## config.mk

```make
export PLATFORM = sky130hd
export DESIGN_NAME = nrzi_stuff_tx
export DESIGN_NICKNAME = d
export VERILOG_FILES = /design/src/rtl/nrzi_stuff_tx.sv
export SDC_FILE = /design/constraint.sdc
export NUM_CORES = 1
export LEC_CHECK = 0
export CAP_MARGIN = 40
export CELL_PAD_IN_SITES_DETAIL_PLACEMENT = 0
export CELL_PAD_IN_SITES_GLOBAL_PLACEMENT = 1
export CORE_MARGIN = 2
export CORE_UTILIZATION = 43
export DETAILED_ROUTE_END_ITERATION = 10
export PLACE_DENSITY = 0.81
export SYNTH_ARGS = -nofsm -noshare
export SYNTH_HDL_FRONTEND = slang
export SYNTH_SLANG_ARGS = --single-unit
```

## constraint.sdc

```tcl
create_clock -name clk -period 3.27 [get_ports clk]
set_input_delay 0.654 -clock clk [delete_from_list [all_inputs] [get_ports clk]]
set_output_delay 0.654 -clock clk [all_outputs]
set_load 0.02 [all_outputs]
```

## src/rtl/nrzi_stuff_tx.sv

```systemverilog
// nrzi_stuff_tx: USB transmit bit stuffer and NRZI encoder with EOP generation
module nrzi_stuff_tx #(
  parameter int STUFF_LEN = 6,
  parameter int EOP_LEN   = 2
) (
  input  logic clk,
  input  logic rst,
  input  logic bit_in,
  input  logic bit_valid,
  input  logic bit_last,
  output logic bit_ready,
  output logic nrzi_out,
  output logic se0_out,
  output logic tx_active,
  output logic underrun
);
  localparam int EW = $clog2(EOP_LEN + 1);
  typedef enum logic [2:0] {IDLE, DATA, STUFF, EOP, EOP_J} state_t;
  state_t state, state_n;
  logic [2:0] ones_cnt, ones_n;
  logic [3:0] ones_inc;
  logic [EW-1:0] eop_cnt, eop_n;
  logic last_pend, last_n, nrzi_n, se0_n, act_n, und_n, accept, hit;
  assign bit_ready = (state == IDLE) || (state == DATA);
  assign accept = bit_valid && bit_ready;
  assign ones_inc = {1'b0, ones_cnt} + 4'd1;
  assign hit = bit_in && (ones_inc == 4'(STUFF_LEN));
  always_comb begin
    state_n = state;
    ones_n  = ones_cnt;
    eop_n   = '0;
    last_n  = last_pend;
    nrzi_n  = nrzi_out;
    se0_n   = 1'b0;
    act_n   = tx_active;
    und_n   = 1'b0;
    case (state)
      IDLE, DATA: begin
        if (accept) begin
          nrzi_n  = bit_in ? nrzi_out : ~nrzi_out;
          ones_n  = bit_in ? (ones_inc[3] ? 3'd7 : ones_inc[2:0]) : 3'd0;
          act_n   = 1'b1;
          last_n  = bit_last;
          state_n = hit ? STUFF : bit_last ? EOP : DATA;
        end else if (state == DATA) begin
          und_n   = 1'b1;
          state_n = EOP;
        end else begin
          nrzi_n = 1'b1;
          act_n  = 1'b0;
          ones_n = 3'd0;
        end
      end
      STUFF: begin
        nrzi_n  = ~nrzi_out;
        ones_n  = 3'd0;
        state_n = last_pend ? EOP : DATA;
      end
      EOP: begin
        se0_n   = 1'b1;
        nrzi_n  = 1'b1;
        ones_n  = 3'd0;
        eop_n   = eop_cnt + EW'(1);
        state_n = (eop_cnt == EW'(EOP_LEN - 1)) ? EOP_J : EOP;
      end
      EOP_J: begin
        nrzi_n  = 1'b1;
        state_n = IDLE;
      end
      default: state_n = IDLE;
    endcase
  end
  always_ff @(posedge clk or posedge rst) begin
    if (rst) begin
      state     <= IDLE;
      ones_cnt  <= '0;
      eop_cnt   <= '0;
      last_pend <= 1'b0;
      nrzi_out  <= 1'b1;
      se0_out   <= 1'b0;
      tx_active <= 1'b0;
      underrun  <= 1'b0;
    end else begin
      state     <= state_n;
      ones_cnt  <= ones_n;
      eop_cnt   <= eop_n;
      last_pend <= last_n;
      nrzi_out  <= nrzi_n;
      se0_out   <= se0_n;
      tx_active <= act_n;
      underrun  <= und_n;
    end
  end
endmodule

```

Yosys cells after proc, flatten, opt, wreduce, memory -nomap -nowiden
Cells that the tools add are included.

Flip-flop bits (word level): 13.

$add $sub $neg: 2. Equality and inequality tests: 10. Multiplexer cells: 23. Bitwise logic cells: 1. Reduce and logical (&&, ||, !) cells: 13.

Operators by type and width (count): 2-to-1 mux 3 bit (7); 2-to-1 mux 1 bit (9); != test 3 bit (second input constant) (3); case mux 3 bit (3 select lines) (1); 2-to-1 mux 2 bit (4); == test 3 x 2 -> 1 bit (second input constant) (2); case mux 3 bit (2 select lines) (1); AND reduction 2 bit (3); OR reduction 2 bit (3); adder 3 x 1 -> 4 bit (second input constant) (1); == test 4 x 3 -> 1 bit (second input constant) (1); == test 3 x 1 -> 1 bit (second input constant) (1); == test 3 bit (second input constant) (1); logical NOT 3 bit (1); case mux 1 bit (3 select lines) (1); AND reduction 3 bit (1); nonzero test 3 bit (1); adder 2 x 1 -> 2 bit (second input constant) (1); == test 2 x 1 -> 1 bit (second input constant) (1); logical AND 1 bit (2); != test 2 bit (second input constant) (1); nonzero test 2 bit (1); logical OR 1 bit (1); NOT 1 bit (1).

Depth between registers and ports, before layout
Depth after elaboration: 6. Gate-level depth with buffers: 6. Mapped depth without buffers: 6.

Worst setup path after synthesis
No wires, ideal clock.

Path kind: input-to-reg. Start: input port bit_valid. End: register nrzi_out. Library setup time: 77 ps. Data arrival time: 1421 ps. Data required time: 3193 ps. Setup slack: 1772 ps. Stages on the path: 5. Buffers on the path: 1. Cells stage by stage: clkdlybuf4s15_2 -> and4bb_1 -> a21oi_1 -> a21oi_1 -> a31oi_1.

Longest elaborated chain between the ends: 3.

Ends and longest elaborated chain: from (decl) (line 9) `input logic bit_valid,`; logical AND 1 bit * (line 25) `assign accept = bit_valid && bit_ready;`; != test 3 bit (no source line) or 2-to-1 mux 1 bit (tied branches); AND reduction 3 bit (no source line) or case mux 1 bit (3 select lines) (tied branches); to (signal assigned) (line 88) `nrzi_out <= nrzi_n;`; to (decl) (line 12) `output logic nrzi_out,`.

Mark *: on every way between the ends. The rest lies on a longest branch, timed or not. A chain may end at the register's enable or synchronous reset.

Worst setup path after layout
Start: register state[1]. End: output port bit_ready.

Longest elaborated chain between the ends: 2.

Ends and longest elaborated chain: from (decl) (line 19) `state_t state, state_n;`; from (signal assigned) (line 84) `state <= state_n;`; == test 3 x 1 -> 1 bit or logical NOT 3 bit (tied branches) (line 24) `assign bit_ready = (state == IDLE) || (state == DATA);`; logical OR 1 bit * (line 24); to (decl) (line 11) `output logic bit_ready,`.

Marked as above.

==> impl.org <==
** Yosys
- Summing the areas of all fa, ha and maj instances in the mapped netlist gives approximately 5.3% of the synthesized area.
- Most common cell in the synthesized netlist :: sky130_fd_sc_hd__dfrtp_1
- The share of synthesized area in the top cell type comes to a little over two fifths.
- After synthesis, the largest family of logic cells by area is compound AO/OA/AOI/OAI gates.
- Synth Warn # :: 0
- Mapped Avg Cell Area :: 10.2 sq um
- Cells taking the most area after synthesis :: sky130_fd_sc_hd__dfrtp_1 (42%), sky130_fd_sc_hd__ha_1 (5.3%), sky130_fd_sc_hd__a21oi_1 (4.2%), sky130_fd_sc_hd__inv_1 (4.2%), sky130_fd_sc_hd__dfstp_2 (3.7%)
- Synthesis inferred 13 register bits.
- Of the total synthesized cell area, the portion taken by XOR and XNOR cells is 0%.
- Cells after synthesis :: 70
- Yosys mapped a number of flops with a built-in enable equal to 0.
- Synthesized-area fraction occupied by and/or/nand/nor cells :: 16.7%
- Summing every instance area after synthesis gives a little over 700 sq um.
- Of all flip-flops after synthesis, the portion carrying an async set or reset was 100%.
- Post-synthesis compound-gate area fraction :: between 10% and 20%
- Cell accounting for the most synthesized area :: sky130_fd_sc_hd__dfrtp_1
- Share of synthesized area spent on multiplexers :: 4.40%
- Synthesis instantiated 28 different standard cells from the library.
- Cell types with the highest counts after synthesis :: sky130_fd_sc_hd__dfrtp_1 (12), sky130_fd_sc_hd__inv_1 (8), sky130_fd_sc_hd__a21oi_1 (6), sky130_fd_sc_hd__nand2_1 (6), sky130_fd_sc_hd__nor2_1 (5)
- Synth Net Count :: between 70 and 80
- Among all flip-flop cells after synthesis, the most frequent one is sky130_fd_sc_hd__dfrtp_1.
- Sequential element share of the synthesized area :: 46.0%

** Critical path
- Counting buffers and inverters, the worst setup path is 2 cells deep.
- Capturing instance or port of the critical path :: bit_ready
- Slowest stage delay, CP :: about 0.62 ns
- Startpoint of the most critical register-to-register path :: ones_cnt[0]$_DFFE_PP0P_
- Setup CP Type :: reg -> out
- Across all register-to-register paths, the minimum setup slack is 1.82 ns.
- Along the worst path, the maximum fanout reaches 10.
- Slowest stage cell, crit path :: sky130_fd_sc_hd__clkdlybuf4s50_1
- The worst setup path is captured at a primary output.
- Arrival time at the worst endpoint :: around 1.6 ns
- Beginning of the critical path :: state[1]$_DFFE_PP0P_
- The signal on the critical path passes through nor2_8 -> clkdlybuf4s50_1.
- End of the worst register-to-register path :: state[1]$_DFFE_PP0P_
- For the worst flop-to-flop path, the logic depth is 4.
- Required time of the critical path :: ~2.6 ns
- Nature of the critical path startpoint :: flip-flop
- The kind of cell with the highest combined delay along the critical path is buffers and inverters.
- Counting both buffers and inverters, the worst setup path holds a total of 1.

** Timing
- RSZ-0062 raised after global routing :: false
- Hold Violations, Final :: 0
- Final setup violating endpoints :: 0
- Worst Skew :: about 0.013 ns
- Final period demand of the worst path :: around 2.3 ns
- Hold Slack :: ~0.43 ns
- Slew margin rel. :: 66.0%
- For the pin with the worst max-slew slack, the measured transition is 0.509 ns.
- Based on the critical path, the design can be clocked at up to 0.442 GHz.
- For the final routed database, the setup TNS stands at 0 ns.
- Final period util :: between 60% and 70%
- The final max-slew violation count was 0.

** Clocking
- For this design, the CTS-stage hold fixing added 0 buffers.
- Buffers from clock root to sink, at most :: 2
- Clock latency on the worst-skew pair :: about 0.28 ns
- Once the clock tree was built, the resizer swapped 0 gates to a different size.
- The number of clock buffers added by TritonCTS is 3.
- H-tree depth reported by CTS :: 1
- The tree is rooted in a sky130_fd_sc_hd__clkbuf_4.
- Clock Sink Count :: 13
- Clock-pin slew of the registers on the worst-case setup and hold paths :: 0.07 ns
- TritonCTS built the clock tree.
- Post-CTS setup buffers :: 0

** Global routing
- After global routing the overflow that remains totals 0.
- Overall global routing resource usage :: 15.9%
- The number of global-route vias before repair was between 500 and 600.
- The first global-routing pass estimated ~2200 um of wire.
- Number of antenna violations at the first check in global routing :: 0
- Largest net degree at the start of global routing :: 14

** Die
- For this configuration, the core starts out at a cell density of 46.6%.
- Cell Rows :: 14
- After floorplanning, the core was sized to cover 1520 sq um.
- The die is around 45 um tall.
- Pin placement for this block handled 10 I/O pins.
- Die Span X :: 44.7 um
- The floorplan step defined a die boundary enclosing 1990 sq um.

** Drt
- Post-detailed-route count of antenna-violating nets :: 0
- After detailed routing, the number of vias per cell comes to 5.52.
- In the final routed layout, each cell accounts on average for around 13 um.
- The first detailed-routing pass ran for 4 iterations.
- Number of DRC markers after the initial detailed-route iteration :: 19
- Via count :: 524
- The routed design has approximately 1300 um of wire.
- Drt drc :: 0

** Hold path
- The path class of the tightest hold or removal check is reg -> reg.

** Cells and area
- The area growth from synthesis to layout is 12.5%.
- Cells with a size suffix above 1 make up approximately 7.6% of the layout.
- Number of diodes :: 0
- In the final layout, the multi-input gates occupy 307 sq um.
- The net count of the finished layout is 88.
- With fillers left out, the area of the finished cells amounts to approximately 800 sq um.
- Registers take ~330 sq um.
- The layout has about 140 filler cells.

** Job
- Across the run, the number of max-cap violations was 0.

** Place
- Estimated wirelength of the detail-placed design :: 898 um
- Port Buf Inserts :: 9
- In this run the cell area measured after placement is between 700 and 800 sq um.
- At the end of routability-driven placement, the weighted congestion stood at approximately 0.75.

** Power
- Power Dens Cells :: around 840 nW/um^2
- The analysis attributes to cell leakage a power of 0.370 nW.
- VDD sags by at most ~0.41 mV.

** Outcome
- The flow ran to the end, and the final reports show no timing, DRC or antenna violations.
## kinds of logic after synthesis
logic type,after synthesis
adders and majority gates,3
buffers and inverters,12
and+or+nand+nor,21
DFF,13
muxes,3
AOI/OAI and AO/OA,18
## metal layers
metal,track usage (%),vias up,part of all wire (%)
li1,-,264,-
met1,21.5,238,46
met2,23.8,19,45
met3,4.08,3,7.0
met4,7.27,0,1.8
met5,0,-,0
## worst reg2reg max path: stages, from the launching register on
cell and delay (ns):
sky130_fd_sc_hd__dfrtp_1 0.47, sky130_fd_sc_hd__ha_1 0.25, sky130_fd_sc_hd__mux2i_1 0.29, sky130_fd_sc_hd__o311ai_1 0.12
sky130_fd_sc_hd__a211oi_1 0.23
## placed cells by master, fill, tap and decap left out, types with 2 or more instances in the layout
cell type                          n
sky130_fd_sc_hd__nand2_1           6
sky130_fd_sc_hd__a21o_1            2
sky130_fd_sc_hd__dfrtp_1          12
sky130_fd_sc_hd__a31oi_1           2
sky130_fd_sc_hd__a21oi_1           6
sky130_fd_sc_hd__mux2i_1           2
sky130_fd_sc_hd__nand3_1           4
sky130_fd_sc_hd__inv_1             8
sky130_fd_sc_hd__ha_1              3
sky130_fd_sc_hd__clkdlybuf4s50_1   9
sky130_fd_sc_hd__clkbuf_4          3
sky130_fd_sc_hd__nor2_1            5
sky130_fd_sc_hd__o22ai_1           2
## area by class of cell
class	count	area share, %
inverters	8	3.76
clock buffers	4	3.29
multi-input cells	45	38.3
well taps	16	2.50
repair buffers	9	11.3
flip-flops and latches	13	40.8
## report_power, final
part	switching [mW]	total, mW	internal (mW)
Combinational	0.137	0.279	0.142
Sequential	0.0732	0.293	0.220
Clock	0.0535	0.101	0.0474
## worst min-delay path by stage
stage                          from                   end  slack [ns]  depth (start not counted)
6_report       eop_cnt[0]$_DFF_PP0_  eop_cnt[0]$_DFF_PP0_        0.43                          1
5_1_grt        eop_cnt[0]$_DFF_PP0_  eop_cnt[0]$_DFF_PP0_        0.47                          1
4_1_cts        eop_cnt[0]$_DFF_PP0_  eop_cnt[0]$_DFF_PP0_        0.44                          1
3_5_place_dp   eop_cnt[0]$_DFF_PP0_  eop_cnt[0]$_DFF_PP0_        0.43                          1
3_3_place_gp   eop_cnt[0]$_DFF_PP0_  eop_cnt[0]$_DFF_PP0_        0.42                          1
2_1_floorplan  eop_cnt[0]$_DFF_PP0_  eop_cnt[0]$_DFF_PP0_        0.41                          1
## sequential cells by signal, summed over array words and instances, names as in the netlist
name,flops
ones_cnt,3
state,3
eop_cnt,2
last_pend,1
nrzi_out,1
se0_out,1
tx_active,1
underrun,1
## metrics by stage
step                utilization [%]  cells  setup slack [ns]  total power [mW]
floorplan                         -     70              1.77             0.510
global placement               50.7     91              1.30             0.574
detailed placement             50.7     91              1.32             0.575
CTS                            52.5     95              1.01             0.677
global route                   52.5     95             0.940             0.733
finish                         52.5     95              1.01             0.673
(Power assumes the default switching activity.)
